File: src/rtl/memctrl_pkg.sv
`default_nettype none
// ============================================================================
// Module   : memctrl_pkg
// Brief    : Shared types and constants for the memory access controller.
// Revision : 1.0 - initial release
// ============================================================================
package memctrl_pkg;

    // Controller sequencing states
    typedef enum logic [1:0] {
        ST_IDLE   = 2'd0,
        ST_ACCESS = 2'd1,
        ST_DONE   = 2'd2,
        ST_HALTED = 2'd3
    } state_t;

    // Kind of access currently owning the memory port
    typedef enum logic [1:0] {
        KIND_FETCH = 2'd0,
        KIND_LOAD  = 2'd1,
        KIND_STORE = 2'd2
    } kind_t;

    localparam logic [31:0] HALT_OPCODE           = 32'hFFFF_FFFF;
    localparam int          c_default_mem_latency = 2;
    localparam int          c_cnt_width           = 4;

endpackage
`default_nettype wire

File: src/rtl/memctrl_latency_counter.sv
`default_nettype none
// ============================================================================
// Module   : memctrl_latency_counter
// Brief    : 4-bit ACCESS-cycle counter with clear, enable and a terminal
//            count flag raised when the count equals MEM_LATENCY.
// Revision : 1.0 - initial release
// ============================================================================
module memctrl_latency_counter
    import memctrl_pkg::*;
#(
    parameter int MEM_LATENCY = c_default_mem_latency
)
(
    input  logic clk,
    input  logic rst,
    input  logic i_clr,
    input  logic i_en,
    output logic o_tc
);

    localparam logic [c_cnt_width-1:0] c_terminal = c_cnt_width'(MEM_LATENCY);
    localparam logic [c_cnt_width-1:0] c_one      = c_cnt_width'(1);

    logic [c_cnt_width-1:0] r_count;

    // Clear has priority over counting so completion always leaves zero
    always_ff @(posedge clk or posedge rst) begin
        if (rst) begin
            r_count <= '0;
        end else if (i_clr) begin
            r_count <= '0;
        end else if (i_en) begin
            r_count <= r_count + c_one;
        end
    end

    assign o_tc = (r_count == c_terminal);

endmodule
`default_nettype wire

File: src/rtl/memory_access_controller.sv
`default_nettype none
// ============================================================================
// Module   : memory_access_controller
// Brief    : Single master in front of MAIN_MEMORY. Arbitrates data
//            write > data read > instruction fetch, runs one access at a
//            time terminated by ACK or MEM_LATENCY, latches IR / RDATA and
//            raises a sticky halt on the halt opcode.
// Revision : 1.0 - initial release
// ============================================================================
module memory_access_controller
    import memctrl_pkg::*;
#(
    parameter int DATAWIDTH_BUS = 32,
    parameter int MEM_LATENCY   = c_default_mem_latency
)
(
    input  logic                     MEMCTRL_CLOCK_50,
    input  logic                     MEMCTRL_RESET_InHigh,
    input  logic                     MEMCTRL_IF_REQ_In,
    input  logic [DATAWIDTH_BUS-1:0] MEMCTRL_IF_PC_InBUS,
    output logic [DATAWIDTH_BUS-1:0] MEMCTRL_IF_IR_OutBUS,
    output logic                     MEMCTRL_IF_DONE_Out,
    input  logic                     MEMCTRL_D_RD_In,
    input  logic                     MEMCTRL_D_WR_In,
    input  logic [DATAWIDTH_BUS-1:0] MEMCTRL_D_ADDRESS_InBUS,
    input  logic [DATAWIDTH_BUS-1:0] MEMCTRL_D_WDATA_InBUS,
    output logic [DATAWIDTH_BUS-1:0] MEMCTRL_D_RDATA_OutBUS,
    output logic                     MEMCTRL_D_DONE_Out,
    output logic                     MEMCTRL_BUSY_Out,
    output logic                     MEMCTRL_HALT_Out,
    output logic                     MEMCTRL_ALIGN_ERR_Out,
    output logic [DATAWIDTH_BUS-1:0] MEMCTRL_MEM_ADDRESS_OutBUS,
    output logic [DATAWIDTH_BUS-1:0] MEMCTRL_MEM_data_OutBUS,
    output logic                     MEMCTRL_MEM_RD_Out,
    output logic                     MEMCTRL_MEM_WR_Out,
    input  logic [DATAWIDTH_BUS-1:0] MEMCTRL_MEM_data_InBUS,
    input  logic                     MEMCTRL_MEM_ACK_In
);

    state_t                   r_state;
    kind_t                    r_kind;
    logic [DATAWIDTH_BUS-1:0] r_mem_addr;
    logic [DATAWIDTH_BUS-1:0] r_mem_data;
    logic                     r_mem_rd;
    logic                     r_mem_wr;
    logic [DATAWIDTH_BUS-1:0] r_ir;
    logic [DATAWIDTH_BUS-1:0] r_rdata;
    logic                     r_if_done;
    logic                     r_d_done;
    logic                     r_halt;
    logic                     r_align_err;

    logic                     w_sel_valid;
    kind_t                    w_sel_kind;
    logic [DATAWIDTH_BUS-1:0] w_sel_addr;
    logic                     w_aligned;
    logic                     w_access_end;
    logic                     w_cnt_en;
    logic                     w_cnt_tc;

    // Fixed-priority request selection: write, then read, then fetch
    always_comb begin
        w_sel_valid = 1'b1;
        w_sel_kind  = KIND_FETCH;
        w_sel_addr  = MEMCTRL_IF_PC_InBUS;
        if (MEMCTRL_D_WR_In) begin
            w_sel_kind = KIND_STORE;
            w_sel_addr = MEMCTRL_D_ADDRESS_InBUS;
        end else if (MEMCTRL_D_RD_In) begin
            w_sel_kind = KIND_LOAD;
            w_sel_addr = MEMCTRL_D_ADDRESS_InBUS;
        end else if (!MEMCTRL_IF_REQ_In) begin
            w_sel_valid = 1'b0;
        end
    end

    assign w_aligned    = (w_sel_addr[1:0] == 2'b00);
    assign w_access_end = (r_state == ST_ACCESS) && (MEMCTRL_MEM_ACK_In || w_cnt_tc);
    // Counter steps to 1 on the accepting edge so the first ACCESS cycle reads 1
    assign w_cnt_en     = ((r_state == ST_IDLE) && w_sel_valid && w_aligned) ||
                          ((r_state == ST_ACCESS) && !w_access_end);

    memctrl_latency_counter #(
        .MEM_LATENCY (MEM_LATENCY)
    ) u_latency_counter (
        .clk   (MEMCTRL_CLOCK_50),
        .rst   (MEMCTRL_RESET_InHigh),
        .i_clr (w_access_end),
        .i_en  (w_cnt_en),
        .o_tc  (w_cnt_tc)
    );

    // Main sequencer with registered memory strobes, results and pulses
    always_ff @(posedge MEMCTRL_CLOCK_50 or posedge MEMCTRL_RESET_InHigh) begin
        if (MEMCTRL_RESET_InHigh) begin
            r_state     <= ST_IDLE;
            r_kind      <= KIND_FETCH;
            r_mem_addr  <= '0;
            r_mem_data  <= '0;
            r_mem_rd    <= 1'b0;
            r_mem_wr    <= 1'b0;
            r_ir        <= '0;
            r_rdata     <= '0;
            r_if_done   <= 1'b0;
            r_d_done    <= 1'b0;
            r_halt      <= 1'b0;
            r_align_err <= 1'b0;
        end else begin
            r_if_done   <= 1'b0;
            r_d_done    <= 1'b0;
            r_align_err <= 1'b0;
            case (r_state)
                ST_IDLE: begin
                    if (w_sel_valid) begin
                        if (!w_aligned) begin
                            r_align_err <= 1'b1;
                        end else begin
                            r_kind     <= w_sel_kind;
                            r_mem_addr <= w_sel_addr;
                            if (w_sel_kind == KIND_STORE) begin
                                r_mem_data <= MEMCTRL_D_WDATA_InBUS;
                            end
                            r_mem_rd   <= (w_sel_kind != KIND_STORE);
                            r_mem_wr   <= (w_sel_kind == KIND_STORE);
                            r_state    <= ST_ACCESS;
                        end
                    end
                end
                ST_ACCESS: begin
                    if (w_access_end) begin
                        r_mem_rd <= 1'b0;
                        r_mem_wr <= 1'b0;
                        r_state  <= ST_DONE;
                        case (r_kind)
                            KIND_FETCH: begin
                                r_ir      <= MEMCTRL_MEM_data_InBUS;
                                r_if_done <= 1'b1;
                                if (MEMCTRL_MEM_data_InBUS == DATAWIDTH_BUS'(HALT_OPCODE)) begin
                                    r_halt <= 1'b1;
                                end
                            end
                            KIND_LOAD: begin
                                r_rdata  <= MEMCTRL_MEM_data_InBUS;
                                r_d_done <= 1'b1;
                            end
                            KIND_STORE: begin
                                r_d_done <= 1'b1;
                            end
                            default: begin
                                r_d_done <= 1'b0;
                            end
                        endcase
                    end
                end
                ST_DONE: begin
                    r_state <= r_halt ? ST_HALTED : ST_IDLE;
                end
                ST_HALTED: begin
                    r_state <= ST_HALTED;
                end
                default: begin
                    r_state <= ST_IDLE;
                end
            endcase
        end
    end

    assign MEMCTRL_IF_IR_OutBUS       = r_ir;
    assign MEMCTRL_IF_DONE_Out        = r_if_done;
    assign MEMCTRL_D_RDATA_OutBUS     = r_rdata;
    assign MEMCTRL_D_DONE_Out         = r_d_done;
    assign MEMCTRL_BUSY_Out           = (r_state != ST_IDLE);
    assign MEMCTRL_HALT_Out           = r_halt;
    assign MEMCTRL_ALIGN_ERR_Out      = r_align_err;
    assign MEMCTRL_MEM_ADDRESS_OutBUS = r_mem_addr;
    assign MEMCTRL_MEM_data_OutBUS    = r_mem_data;
    assign MEMCTRL_MEM_RD_Out         = r_mem_rd;
    assign MEMCTRL_MEM_WR_Out         = r_mem_wr;

endmodule
`default_nettype wire

File: config.mk
export PLATFORM = sky130hd
export DESIGN_NAME = memory_access_controller
export DESIGN_NICKNAME = d
export VERILOG_FILES = /design/src/rtl/memctrl_pkg.sv /design/src/rtl/memctrl_latency_counter.sv /design/src/rtl/memory_access_controller.sv
export SDC_FILE = /design/constraint.sdc
export NUM_CORES = 1
export LEC_CHECK = 0
export CORE_ASPECT_RATIO = 0.9
export CORE_MARGIN = 5
export CORE_UTILIZATION = 42
export DETAILED_ROUTE_END_ITERATION = 10
export PLACE_DENSITY_LB_ADDON = 0.25
export SYNTH_ARGS = -nofsm -noshare
export SYNTH_HDL_FRONTEND = slang
export SYNTH_SLANG_ARGS = --single-unit
export TNS_END_PERCENT = 5
File: constraint.sdc
create_clock -name MEMCTRL_CLOCK_50 -period 4.8 [get_ports MEMCTRL_CLOCK_50]
set_clock_uncertainty 0.2 [all_clocks]
set_input_delay 0.48 -clock MEMCTRL_CLOCK_50 [delete_from_list [all_inputs] [get_ports MEMCTRL_CLOCK_50]]
set_output_delay 0.48 -clock MEMCTRL_CLOCK_50 [all_outputs]
set_load 0.03 [all_outputs]
==> run summary <==
OUTCOME
-------------------------------------------------------------------------------------
Status ................................................................. finished, final reports clean

STA
-------------------------------------------------------------------------------------
Final critical path time including I/O delays and setup ................      2.92 ns
Unrepaired setup endpoints after global routing ........................        false
Final period utilization ...............................................        0.607
Relative slew slack ....................................................        0.302
Setup Viol. Count Final ................................................            0
Setup Total Neg Slack ..................................................         0 ns
Pins Over Slew Limit ...................................................            0
Least-Margin Pin Slew ..................................................      1.05 ns
Highest achievable clock rate ..........................................      343 MHz
Final Hold Viols .......................................................            0

YOSYS
-------------------------------------------------------------------------------------
Instance count of the mapped netlist ...................................          423
Total nets after synthesis .............................................          561
Count of flip-flops with a built-in enable after synthesis .............            0
Proportion of synthesized chip area in sequential cells ................        0.598
Dominant register cell in the synthesized netlist ...................... sky130_fd_sc_hd__dfrtp_1
Distinct cell type count after synthesis ...............................           42
Share of async-settable or async-resettable flops after synthesis ......         1.00
Number of warning messages in the yosys log ............................            0
Post-synthesis register bit count ......................................          142
Main area contributors after synthesis ................................. sky130_fd_sc_hd__dfrtp_1, sky130_fd_sc_hd__mux2_2, sky130_fd_sc_hd__mux2i_1
Dominant cell type by area after synthesis ............................. sky130_fd_sc_hd__dfrtp_1
Post-Syn Area per Cell .................................................     14.0 um2
Synth top area share ...................................................        0.598
Synthesized cell area ..................................................     5940 um2

WORST SETUP PATH
-------------------------------------------------------------------------------------
R2r startpoint .........................................................   r_state[0]
Element type at the critical path end ..................................         flop
Data arrival time of the critical path .................................      3.02 ns
Class of the most critical setup path .................................. input port to flop
Crit path launch type ..................................................   input port
Worst EP required ......................................................      4.90 ns
Maximum fanout along the worst path ....................................           35
Source of the critical timing path ..................................... MEMCTRL_D_WR_In

ROUTE
-------------------------------------------------------------------------------------
Detail Route Antenna Nets ..............................................            0
Iteration-0 DRC Markers ................................................          187
# DRC ..................................................................            0
Detailed-route wire length .............................................     16300 um
Drt first pass iters ...................................................            4
Via count normalized by instance count .................................         4.97
Post-detailed-route wirelength per cell ................................      18.1 um
Via count of the routed design .........................................         4452

CLOCK NETWORK
-------------------------------------------------------------------------------------
Reg clk slew, reported paths ...........................................      0.06 ns
Post-CTS Setup Repair Bufs .............................................            0
CTS tree ...............................................................        built
Clock root buffer master ............................................... sky130_fd_sc_hd__clkbuf_16
Post-cts repair resize count ...........................................            0
Clock latency on the worst-skew pair ...................................      0.41 ns
Clock buffer depth .....................................................            2
Clock Sinks ............................................................          142
Total clock buffers created by CTS .....................................           17
Number of buffers inserted for hold repair after clock tree synthesis ..            0
Level count of the clock H-tree ........................................            4

CELLS AND AREA
-------------------------------------------------------------------------------------
Total inserted antenna cells ...........................................            0
Number of standard cells in the layout, taps in and fillers out ........          896
Number of fill cells in the layout .....................................         1075
NumNets Final ..........................................................          828
Relative area change from synthesis to final layout ....................        57.8%
Proportion of layout cells with a drive suffix above 1 .................        0.208
Most frequent standard cell in the layout excluding fill and tap cells . sky130_fd_sc_hd__clkdlybuf4s50_1
Leading cell types in the layout, fill and taps excluded ............... sky130_fd_sc_hd__clkdlybuf4s50_1, sky130_fd_sc_hd__dfrtp_1, sky130_fd_sc_hd__mux2_2

GLOBAL ROUTE
-------------------------------------------------------------------------------------
Total congestion overflow after global routing .........................            0
Initial antenna violation count ........................................            0
Via count of the first global-routing pass .............................         4849
First-pass GRT wire length .............................................     25400 um
Maximum number of pins on one net before global-route repair ...........          116
Total track usage ......................................................        0.197

FLOW RUN
-------------------------------------------------------------------------------------
Count of maximum capacitance violations ................................            0

FLOORPLANNING
-------------------------------------------------------------------------------------
Die footprint ..........................................................    16600 um2
IO Count ...............................................................          269
Placeable core region ..................................................    14000 um2
Rows ...................................................................           41
Die Wd .................................................................       135 um
Initial core utilization ...............................................        0.426
Vertical die dimension .................................................       123 um

PLACE
-------------------------------------------------------------------------------------
Buffers on Ports .......................................................          268
Detailed placement HPWL ................................................     12000 um
Number of placed instances with taps included ..........................          864
GPL Wtd Cong ...........................................................        0.760

MIN PATH
-------------------------------------------------------------------------------------
Startpoint of the worst hold path ...................................... MEMCTRL_MEM_ADDRESS_OutBUS[1]
Worst min path class ................................................... flop to flop

POWER
-------------------------------------------------------------------------------------
VDD IR-drop max ........................................................     0.427 mV
Static Leak ............................................................      4.12 nW
Pwr dens ...............................................................   731 nW/um2

[Yosys cell counts, drive strengths merged (2+ instances only)]
master  instances
dfrtp         142
mux2           96
o21ai          70
mux2i          32
buf            19
nand4           8
inv             7
nand2           6
nor2            6
and2            4
ha              4
clkbuf          3
nand2b          3
a21oi           2
nor4            2
or2             2
[state kept, by name, summed over array words and instances (netlist names)]
signal,cells
MEMCTRL_MEM_ADDRESS_OutBUS,32
MEMCTRL_D_DONE_Out,1
MEMCTRL_MEM_WR_Out,1
MEMCTRL_MEM_data_OutBUS,32
r_state,2
r_kind,2
MEMCTRL_HALT_Out,1
MEMCTRL_MEM_RD_Out,1
MEMCTRL_D_RDATA_OutBUS,32
MEMCTRL_ALIGN_ERR_Out,1
MEMCTRL_IF_IR_OutBUS,32
u_latency_counter.r_count,4
MEMCTRL_IF_DONE_Out,1
[final timing paths]
check	endpoint	slack, ns	cells past startpoint
max	u_latency_counter.r_count[2]	1.88	6
min	MEMCTRL_MEM_ADDRESS_OutBUS[1]	0.30	1
max reg2reg	MEMCTRL_MEM_data_OutBUS[23]	2.23	3
min reg2reg	MEMCTRL_MEM_ADDRESS_OutBUS[1]	0.30	1
max in group asynchronous	MEMCTRL_MEM_ADDRESS_OutBUS[4]	2.94	3
min in group asynchronous	MEMCTRL_MEM_data_OutBUS[21]	0.49	2
[routing by layer]
layer  GRT usage  vias to the layer above  routed length (um)
li1            -                     2053                   -
met1       0.222                     2207                6090
met2       0.340                      169                8470
met3      0.0697                       23                1370
met4      0.0844                        0                 318
met5           0                        -                   0
[logic make-up after synthesis]
kind of cell | count (synthesis) | share of synthesized area
flip-flops | 142 | 0.598
multiplexers | 128 | 0.236
AO/OA/AOI/OAI | 82 | 0.0790
AND/OR/NAND/NOR | 38 | 0.0432
buffers and inverters | 29 | 0.0354
adder cells (fa/ha/maj) | 4 | 0.00842
[worst max-delay path, stage by stage]
cell                              delay [ns]
sky130_fd_sc_hd__clkdlybuf4s50_1        0.49
sky130_fd_sc_hd__or2_2                  0.69
sky130_fd_sc_hd__o21ai_2                0.63
sky130_fd_sc_hd__buf_4                  0.32
sky130_fd_sc_hd__o21ai_2                0.09
sky130_fd_sc_hd__a211oi_1               0.29
[stage by stage]
step                power [mW]  cell area [um2]  hold WS, ns  utilization  setup slack, ns
detailed placement        5.42             8700        0.282        0.624             1.52
global route              7.18             9380        0.312        0.672             1.76
floorplan                 3.93             5940        0.310            -            0.310
CTS                       6.92             9380        0.300        0.672             1.94
global placement          5.32             8700        0.279        0.624             1.70
finish                    6.86             9380        0.298        0.672             1.88
[area by class of cell]
type	count	area (um2)	area share
Inverter	7	31.3	0.00334
Multi-Input combinational cell	252	2180	0.232
Timing Repair Buffer	270	2700	0.288
Tap cell	193	241	0.0258
Clock inverter	10	181	0.0193
Clock buffer	22	494	0.0527
Sequential cell	142	3550	0.379
[report_power, final]
part,leakage [nW],internal [mW],switching [mW]
Combinational,2.04,1.47,1.84
Clock,0.332,0.989,0.490
Sequential,1.76,1.77,0.296
Total,4.12,4.23,2.63
(Power assumes the default switching activity.)
